File: src/rtl/adder_if.sv
// adder_if: operand/result bundle for the adder block.
// Ports (signals): i_augend, i_addend, i_carry, i_valid toward the adder;
//   o_sum, o_carry (combinational) and o_sum_q, o_carry_q, o_valid
//   (registered) back from it. When ADDER_OVERFLOW_EN is defined the bundle
//   also carries o_overflow and o_overflow_q.
// master: the side that supplies operands. slave: the adder itself.
interface adder_if #(
  parameter int WIDTH = 8
);
  logic [WIDTH-1:0] i_augend;
  logic [WIDTH-1:0] i_addend;
  logic             i_carry;
  logic             i_valid;

  logic [WIDTH-1:0] o_sum;
  logic             o_carry;
  logic [WIDTH-1:0] o_sum_q;
  logic             o_carry_q;
  logic             o_valid;
`ifdef ADDER_OVERFLOW_EN
  logic             o_overflow;
  logic             o_overflow_q;
`endif

  modport master (
    output i_augend,
    output i_addend,
    output i_carry,
    output i_valid,
    input  o_sum,
    input  o_carry,
    input  o_sum_q,
    input  o_carry_q,
    input  o_valid
`ifdef ADDER_OVERFLOW_EN
    ,
    input  o_overflow,
    input  o_overflow_q
`endif
  );

  modport slave (
    input  i_augend,
    input  i_addend,
    input  i_carry,
    input  i_valid,
    output o_sum,
    output o_carry,
    output o_sum_q,
    output o_carry_q,
    output o_valid
`ifdef ADDER_OVERFLOW_EN
    ,
    output o_overflow,
    output o_overflow_q
`endif
  );
endinterface

File: src/rtl/adder.sv
// adder: WIDTH-bit unsigned ripple-carry adder, {carry, sum} = a + b + cin.
// Ports: i_clock, i_reset (async, active-high), bus (adder_if.slave) holding
//   operands, carry-in, valid, combinational result and a 1-cycle registered
//   copy of the result with a valid flag.
// Optional: define ADDER_OVERFLOW_EN to add signed-overflow outputs
//   o_overflow / o_overflow_q. Latency: 0 (o_sum/o_carry), 1 (registered).
// No backpressure: a new operand pair may be presented every cycle.
module adder #(
  parameter int WIDTH = 8   // legal range 1..64; must match the bus WIDTH
) (
  input  logic  i_clock,
  input  logic  i_reset,
  adder_if.slave bus
);

  // -------------------------------------------------------------------------
  // Combinational ripple-carry chain.
  // Each bit is a full adder: s = a ^ b ^ cin, cout = (a & b) | (cin & (a^b)).
  // The chain is walked in a loop with a running carry variable rather than
  // a carry vector, so the tools see a single acyclic block.
  // -------------------------------------------------------------------------
  logic [WIDTH-1:0] sum_c;
  logic             carry_c;
  logic             prop;
`ifdef ADDER_OVERFLOW_EN
  logic             carry_into_msb;
`endif

  always_comb begin
    sum_c   = '0;
    carry_c = bus.i_carry;
    prop    = 1'b0;
`ifdef ADDER_OVERFLOW_EN
    carry_into_msb = bus.i_carry;
`endif
    for (int i = 0; i < WIDTH; i++) begin
      prop = bus.i_augend[i] ^ bus.i_addend[i];
`ifdef ADDER_OVERFLOW_EN
      // Remember the carry entering the top bit for the signed-overflow test.
      if (i == WIDTH - 1) begin
        carry_into_msb = carry_c;
      end
`endif
      sum_c[i] = prop ^ carry_c;
      carry_c  = (bus.i_augend[i] & bus.i_addend[i]) | (carry_c & prop);
    end
  end

  assign bus.o_sum   = sum_c;
  assign bus.o_carry = carry_c;

`ifdef ADDER_OVERFLOW_EN
  // Two's-complement overflow: carry into MSB differs from carry out of MSB.
  logic overflow_c;
  assign overflow_c     = carry_into_msb ^ carry_c;
  assign bus.o_overflow = overflow_c;
`endif

  // -------------------------------------------------------------------------
  // Registered copy. Valid always follows the input valid; the data registers
  // only load on valid so the last accepted result stays visible.
  // -------------------------------------------------------------------------
  logic [WIDTH-1:0] sum_q;
  logic             carry_q;
  logic             valid_q;

  always_ff @(posedge i_clock or posedge i_reset) begin
    if (i_reset) begin
      sum_q   <= '0;
      carry_q <= 1'b0;
      valid_q <= 1'b0;
    end else begin
      valid_q <= bus.i_valid;
      if (bus.i_valid) begin
        sum_q   <= sum_c;
        carry_q <= carry_c;
      end
    end
  end

  assign bus.o_sum_q   = sum_q;
  assign bus.o_carry_q = carry_q;
  assign bus.o_valid   = valid_q;

`ifdef ADDER_OVERFLOW_EN
  logic overflow_q;

  always_ff @(posedge i_clock or posedge i_reset) begin
    if (i_reset) begin
      overflow_q <= 1'b0;
    end else if (bus.i_valid) begin
      overflow_q <= overflow_c;
    end
  end

  assign bus.o_overflow_q = overflow_q;
`endif

endmodule

File: src/flat_wrapper.sv
// flat-port wrapper written by rule: the top's interface ports become plain ports
module adder_flat 
#(
  parameter int WIDTH = 8                                                 
)
  (i_clock, i_reset, bus_i_augend, bus_i_addend, bus_i_carry, bus_i_valid, bus_o_sum, bus_o_carry, bus_o_sum_q, bus_o_carry_q, bus_o_valid);
  adder_if #(.WIDTH(WIDTH)) bus_i ();
  input  logic i_clock;
  input  logic i_reset;
  input wire logic [$bits(bus_i.i_augend)-1:0] bus_i_augend;
  input wire logic [$bits(bus_i.i_addend)-1:0] bus_i_addend;
  input wire logic [$bits(bus_i.i_carry)-1:0] bus_i_carry;
  input wire logic [$bits(bus_i.i_valid)-1:0] bus_i_valid;
  output wire logic [$bits(bus_i.o_sum)-1:0] bus_o_sum;
  output wire logic [$bits(bus_i.o_carry)-1:0] bus_o_carry;
  output wire logic [$bits(bus_i.o_sum_q)-1:0] bus_o_sum_q;
  output wire logic [$bits(bus_i.o_carry_q)-1:0] bus_o_carry_q;
  output wire logic [$bits(bus_i.o_valid)-1:0] bus_o_valid;
  assign bus_i.i_augend = bus_i_augend;
  assign bus_i.i_addend = bus_i_addend;
  assign bus_i.i_carry = bus_i_carry;
  assign bus_i.i_valid = bus_i_valid;
  assign bus_o_sum = bus_i.o_sum;
  assign bus_o_carry = bus_i.o_carry;
  assign bus_o_sum_q = bus_i.o_sum_q;
  assign bus_o_carry_q = bus_i.o_carry_q;
  assign bus_o_valid = bus_i.o_valid;
  adder #(.WIDTH(WIDTH)) u_core (.i_clock(i_clock), .i_reset(i_reset), .bus(bus_i));
endmodule
File: config.mk
export PLATFORM = sky130hd
export DESIGN_NAME = adder_flat
export DESIGN_NICKNAME = d
export VERILOG_FILES = /design/src/rtl/adder_if.sv /design/src/rtl/adder.sv /design/src/flat_wrapper.sv
export SDC_FILE = /design/constraint.sdc
export NUM_CORES = 1
export LEC_CHECK = 0
export CAP_MARGIN = 20
export CORE_ASPECT_RATIO = 0.8
export CORE_MARGIN = 3
export CORE_UTILIZATION = 34
export CTS_CLUSTER_SIZE = 12
export DETAILED_ROUTE_END_ITERATION = 8
export PLACE_DENSITY = 0.78
export SETUP_SLACK_MARGIN = 0.02
export SLEW_MARGIN = 20
export SYNTH_ARGS = -nofsm -noshare
export SYNTH_HDL_FRONTEND = slang
export SYNTH_SLANG_ARGS = --single-unit
File: constraint.sdc
create_clock -name i_clock -period 7.2 [get_ports i_clock]
set_input_delay 1.8 -clock i_clock [delete_from_list [all_inputs] [get_ports i_clock]]
set_output_delay 1.8 -clock i_clock [all_outputs]
set_load 0.01 [all_outputs]
Yosys cells after proc, flatten, opt, wreduce, memory -nomap -nowiden
Cells that the tools add are included.
W data, S select, Z words.
{"block": "totals", "register_bits": 10, "latch_bits": 0, "ramBits": 0, "rom_bits": 0, "in_bits": 20, "out_inout_bits": 19, "wordCells": 43, "memories": 0}
{"block": "op_classes", "n_addsub": 0, "mul": 0, "div": 0, "n_lt_le_gt_ge": 0, "eq_ne": 0, "shifts": 0, "mux": 0, "n_bitwise": 40, "reduce_logical": 0}
{"operator": "$and A1 B1 Y1", "n": 16}
{"operator": "$xor A1 B1 Y1", "n": 16}
{"operator": "$or A1 B1 Y1", "n": 8}

Longest topological paths before layout
{"block": "logic_depth", "word_depth": 17, "depth_mapped": 12, "depth_no_buf": 12}

Least setup slack after synthesis
OpenSTA, ideal clock, no wires.
{"block": "synth_timing", "path_kind": "input to output", "startpoint": "input bus_i_carry", "endpoint": "output bus_o_sum[7]", "arrival_ns": 4.897, "required_time_ns": 5.400, "path_slack_ns": 0.503, "stages": 12, "path_buffers": 0, "path_cell_list": "fa_1 inv_1 fa_1 inv_1 fa_1 fa_1 fa_1 fa_1 fa_1 inv_1 fa_1 inv_1"}
{"block": "synth_between", "elab_chain_len": 15}
{"element": "start: declaration", "line_no": "flat_wrapper.sv:12", "source": "input wire logic [$bits(bus_i.i_carry)-1:0] bus_i_carry;"}
{"element": "$and A1 B1 Y1", "line_no": "adder.sv:45", "source": "carry_c = (bus.i_augend[i] & bus.i_addend[i]) | (carry_c & prop);"}
{"element": "$or A1 B1 Y1", "line_no": "adder.sv:45"}
{"element": "$and A1 B1 Y1", "line_no": "adder.sv:45"}
{"element": "$or A1 B1 Y1", "line_no": "adder.sv:45"}
{"element": "$and A1 B1 Y1", "line_no": "adder.sv:45"}
{"element": "$or A1 B1 Y1", "line_no": "adder.sv:45"}
{"element": "$and A1 B1 Y1", "line_no": "adder.sv:45"}
{"element": "$or A1 B1 Y1", "line_no": "adder.sv:45"}
{"element": "$and A1 B1 Y1", "line_no": "adder.sv:45"}
{"element": "$or A1 B1 Y1", "line_no": "adder.sv:45"}
{"element": "$and A1 B1 Y1", "line_no": "adder.sv:45"}
{"element": "$or A1 B1 Y1", "line_no": "adder.sv:45"}
{"element": "$and A1 B1 Y1", "line_no": "adder.sv:45"}
{"element": "$or A1 B1 Y1", "line_no": "adder.sv:45"}
{"element": "$xor A1 B1 Y1", "line_no": "adder.sv:44", "source": "sum_c[i] = prop ^ carry_c;"}
{"element": "end: declaration", "line_no": "flat_wrapper.sv:14", "source": "output wire logic [$bits(bus_i.o_sum)-1:0] bus_o_sum;"}
Every way passes these cells.

Final worst setup path
{"block": "layout_timing", "startpoint": "input bus_i_augend[0]", "endpoint": "output bus_o_sum[7]"}
{"block": "layout_between", "elab_chain_len": 16, "elab_cells_between_ends": 17, "classes_between": "17 x bitwise"}
{"element": "start: declaration", "line_no": "flat_wrapper.sv:10", "source": "input wire logic [$bits(bus_i.i_augend)-1:0] bus_i_augend;"}
{"element": "$xor A1 B1 Y1", "line_no": "adder.sv:37", "source": "prop = bus.i_augend[i] ^ bus.i_addend[i];"}
{"element": "$and A1 B1 Y1", "line_no": "adder.sv:45"}
{"element": "$or A1 B1 Y1 (*)", "line_no": "adder.sv:45"}
{"element": "$and A1 B1 Y1 (*)", "line_no": "adder.sv:45"}
{"element": "$or A1 B1 Y1 (*)", "line_no": "adder.sv:45"}
{"element": "$and A1 B1 Y1 (*)", "line_no": "adder.sv:45"}
{"element": "$or A1 B1 Y1 (*)", "line_no": "adder.sv:45"}
{"element": "$and A1 B1 Y1 (*)", "line_no": "adder.sv:45"}
{"element": "$or A1 B1 Y1 (*)", "line_no": "adder.sv:45"}
{"element": "$and A1 B1 Y1 (*)", "line_no": "adder.sv:45"}
{"element": "$or A1 B1 Y1 (*)", "line_no": "adder.sv:45"}
{"element": "$and A1 B1 Y1 (*)", "line_no": "adder.sv:45"}
{"element": "$or A1 B1 Y1 (*)", "line_no": "adder.sv:45"}
{"element": "$and A1 B1 Y1 (*)", "line_no": "adder.sv:45"}
{"element": "$or A1 B1 Y1 (*)", "line_no": "adder.sv:45"}
{"element": "$xor A1 B1 Y1 (*)", "line_no": "adder.sv:44"}
Every way passes the cells marked *; elsewhere a longest branch is shown, timed or not.

==> implementation parameters <==
Parameter                              Value

Status
  Outcome    completed

Finish
  Number of diodes added for antenna fixing    0
  Proportion of layout cells with a drive suffix above 1    25.0%
  Commonest non-fill, non-tap cell in the layout    sky130_fd_sc_hd__clkdlybuf4s50_1
  Sequential cell area in the final layout    250 sq um
  Fill cell count    between 100 and 150
  Area occupied by multi-input gates    287 sq um
  Finished layout cell area    a little over 0.001 sq mm
  Area growth from synthesis to layout    78.1%
  Commonest cells after routing, fill and taps aside    33 x sky130_fd_sc_hd__clkdlybuf4s50_1, 10 x sky130_fd_sc_hd__dfrtp_1, 9 x sky130_fd_sc_hd__inv_1
  Net count, final    roughly 110

Placement
  Post-DP Area    967 sq um
  Half-perimeter wire length after detailed placement    1100 um
  Placer congestion estimate    0.670
  Post-place setup slack    -0.582 ns
  Count of input and output buffers    38

Yosys
  Post-synthesis register bit count    10
  Number of distinct library cells after synthesis    8
  Share of the yosys chip area belonging to registers    a little over two fifths
  Simple-gate portion of the synthesized area    1.97%
  Syn_area_per_cell    13.6 sq um
  Adder-Cell Fraction of Synth Area    28.0%
  Main combinational cell family by area after synthesis    adder cells
  Xor and xnor area share after synthesis    0%
  Share of synthesized area spent on multiplexers    14.4%
  Number of nets in the synthesized netlist    70
  Syn. warnings    0
  Post-synthesis cell area    572 sq um
  Syn Inst Count    42
  Compound-Gate Fraction of Synth Area    2.63%

Worst hold path
  Class of the tightest hold or removal check    flop to flop

Global routing
  Antenna violations before repair    0
  Global-route wire length before repair    2250 um
  Total global routing overflow    0
  Via count of the first global-routing pass    503
  All-Layer GR Usage    13.9%
  Largest net degree at the start of global routing    14

Timing
  Post-route worst hold slack    0.508 ns
  Clock skew after layout    0 ns
  Final critical delay including setup and external delays    between 7 and 8 ns
  Final period util    a little over nine tenths
  Sum Neg Setup Slack    0 ns
  Number of hold violations in the final report    0
  Worst Tran Pin Value    ~0.56 ns
  Fmax    142 MHz
  Worst setup slack after layout    0.168 ns
  Setup violation total in the final timing report    0
  Slew Limit Fails    0
  Unrepaired setup endpoints after global routing    no
  Max transition margin    62.5%

Clock network
  Clk buf depth    2
  CTS hold repair buffers    0
  Clk slew on worst S/H paths    around 0.060 ns
  Root buf cell    sky130_fd_sc_hd__clkbuf_4
  Total clock buffers created by CTS    3
  CTS tree    done
  H-tree level count    1
  Number of clock sinks seen by CTS    10
  Clock insertion delay at the later pin of the skew report    around 0.27 ns

Drt
  # DRC    0
  Vias per inst    4.32
  Number of search-and-repair iterations in the first detailed-routing pass    1
  Final ANT Viol Nets    0
  Via count    between 400 and 500
  DR iter-0 viols    0
  Total Wirelength    1320 um
  Wirelength per Cell    12.6 um

Pwr
  Power per standard cell area    215 mW/mm^2
  Switching Fraction    28.0%
  Worst vdd rail ir drop    0.156 mV
  Leakage    0.455 nW
  Flop pwr share    33.5%
  Total power    0.219 mW
  Power Internal    roughly 0.16 mW
  Share of total power in combinational logic    43.2%
  P_sw    0.0613 mW
  Fraction of power consumed by the clock network    between 20% and 30%

Floorplan
  Floorplan die width    51.9 um
  DIE AREA    between 0.002 and 0.0025 sq mm
  Die height    42.7 um
  IO Pins    39
  Starting density of the core    about two fifths
  Placeable core region    0.00149 sq mm
  Placement row count    12

Setup path
  Worst EP arrival    between 5 and 6 ns
  Setup Crit Path Kind    primary input to output port
  Crit end category    output port
  Worst setup SP type    primary input
  Critical path required time    5.40 ns
  Worst-path maximum fanout    2

Job
  Max-cap check violation count    0
## registers in the layout, summed over array words and instances, names as in the netlist
| signal | cells |
|---|---|
| u_core.bus.o_carry_q | 1 |
| u_core.bus.o_sum_q | 8 |
| u_core.bus.o_valid | 1 |
## synthesized netlist by cell type, drive strengths merged
library cell,count,area share (%)
dfrtp,10,44
fa,8,28
nor2,3,2.0
a21oi,3,2.6
buf,1,2.0
mux2,6,14
inv,11,7.2
## per-stage QoR
stage | std cells | utilization, %
floorplan | 42 | -
global placement | 100 | 65.1
detailed placement | 100 | 65.1
CTS | 105 | 68.2
global route | 105 | 68.5
finish | 105 | 68.5
## power by group through the flow
stage	registers [mW]	logic, mW	clock network (mW)
floorplan	0.0790	0.0339	0
global placement	0.0735	0.0935	0
detailed placement	0.0743	0.0951	0
CTS	0.0733	0.0957	0.0533
global route	0.0746	0.103	0.0568
finish	0.0732	0.0945	0.0509
## worst max-delay path, cell delays in order
cell                              delay [ns]
sky130_fd_sc_hd__clkdlybuf4s50_1        0.42
sky130_fd_sc_hd__fa_2                   0.34
sky130_fd_sc_hd__inv_2                  0.06
sky130_fd_sc_hd__fa_2                   0.17
sky130_fd_sc_hd__inv_1                  0.05
sky130_fd_sc_hd__fa_2                   0.33
sky130_fd_sc_hd__fa_2                   0.35
sky130_fd_sc_hd__fa_2                   0.35
sky130_fd_sc_hd__fa_2                   0.34
sky130_fd_sc_hd__fa_2                   0.35
sky130_fd_sc_hd__inv_2                  0.07
sky130_fd_sc_hd__fa_1                   0.42
sky130_fd_sc_hd__inv_1                  0.06
sky130_fd_sc_hd__buf_2                  0.12
## layout make-up
| class | instances | area share [%] |
|---|---|---|
| Timing Repair Buffer | 39 | 37.1 |
| Multi-Input combinational cell | 20 | 28.1 |
| Sequential cell | 10 | 24.6 |
| Tap cell | 21 | 2.58 |
| Clock buffer | 4 | 3.56 |
| Inverter | 11 | 4.05 |
## path summary, 6_finish.rpt
kind / start / endpoint / slack, ns / depth (start not counted)
min in group asynchronous: i_reset / u_core.bus.o_sum_q[0] / 1.81 / 2
hold reg to reg: u_core.bus.o_sum_q[6] / u_core.bus.o_sum_q[6] / 0.51 / 1
max in group asynchronous: i_reset / u_core.bus.o_sum_q[3] / 5.12 / 2
setup / recovery: bus_i_augend[0] / bus_o_sum[7] / 0.17 / 14
hold / removal: u_core.bus.o_sum_q[6] / u_core.bus.o_sum_q[6] / 0.51 / 1
setup reg to reg: u_core.bus.o_sum_q[2] / u_core.bus.o_sum_q[2] / 6.43 / 1
## timing repair
| action | CTS | global route |
|---|---|---|
| endpoints found under the setup margin | 3 | 1 |
| gates resized for setup | 14 | 3 |
| endpoints found under the hold margin | 0 | 0 |
| pin swaps | 2 | 2 |
| buffers inserted | 1 | 0 |
## cell families after synthesis
kind of cell    after synthesis
fa+ha+maj                     8
compound gates                3
mux                           6
simple gates                  3
buf+inv                      12
flops                        10
## per-layer routing
layer  track usage [%]  wire (um)  vias to the layer above
li1                  -          -                      211
met1              14.6        481                      215
met2              24.6        687                       26
met3              5.96        137                        2
met4              4.71         14                        0
met5                 0          0                        -
Power figures use the tool's default switching activity.
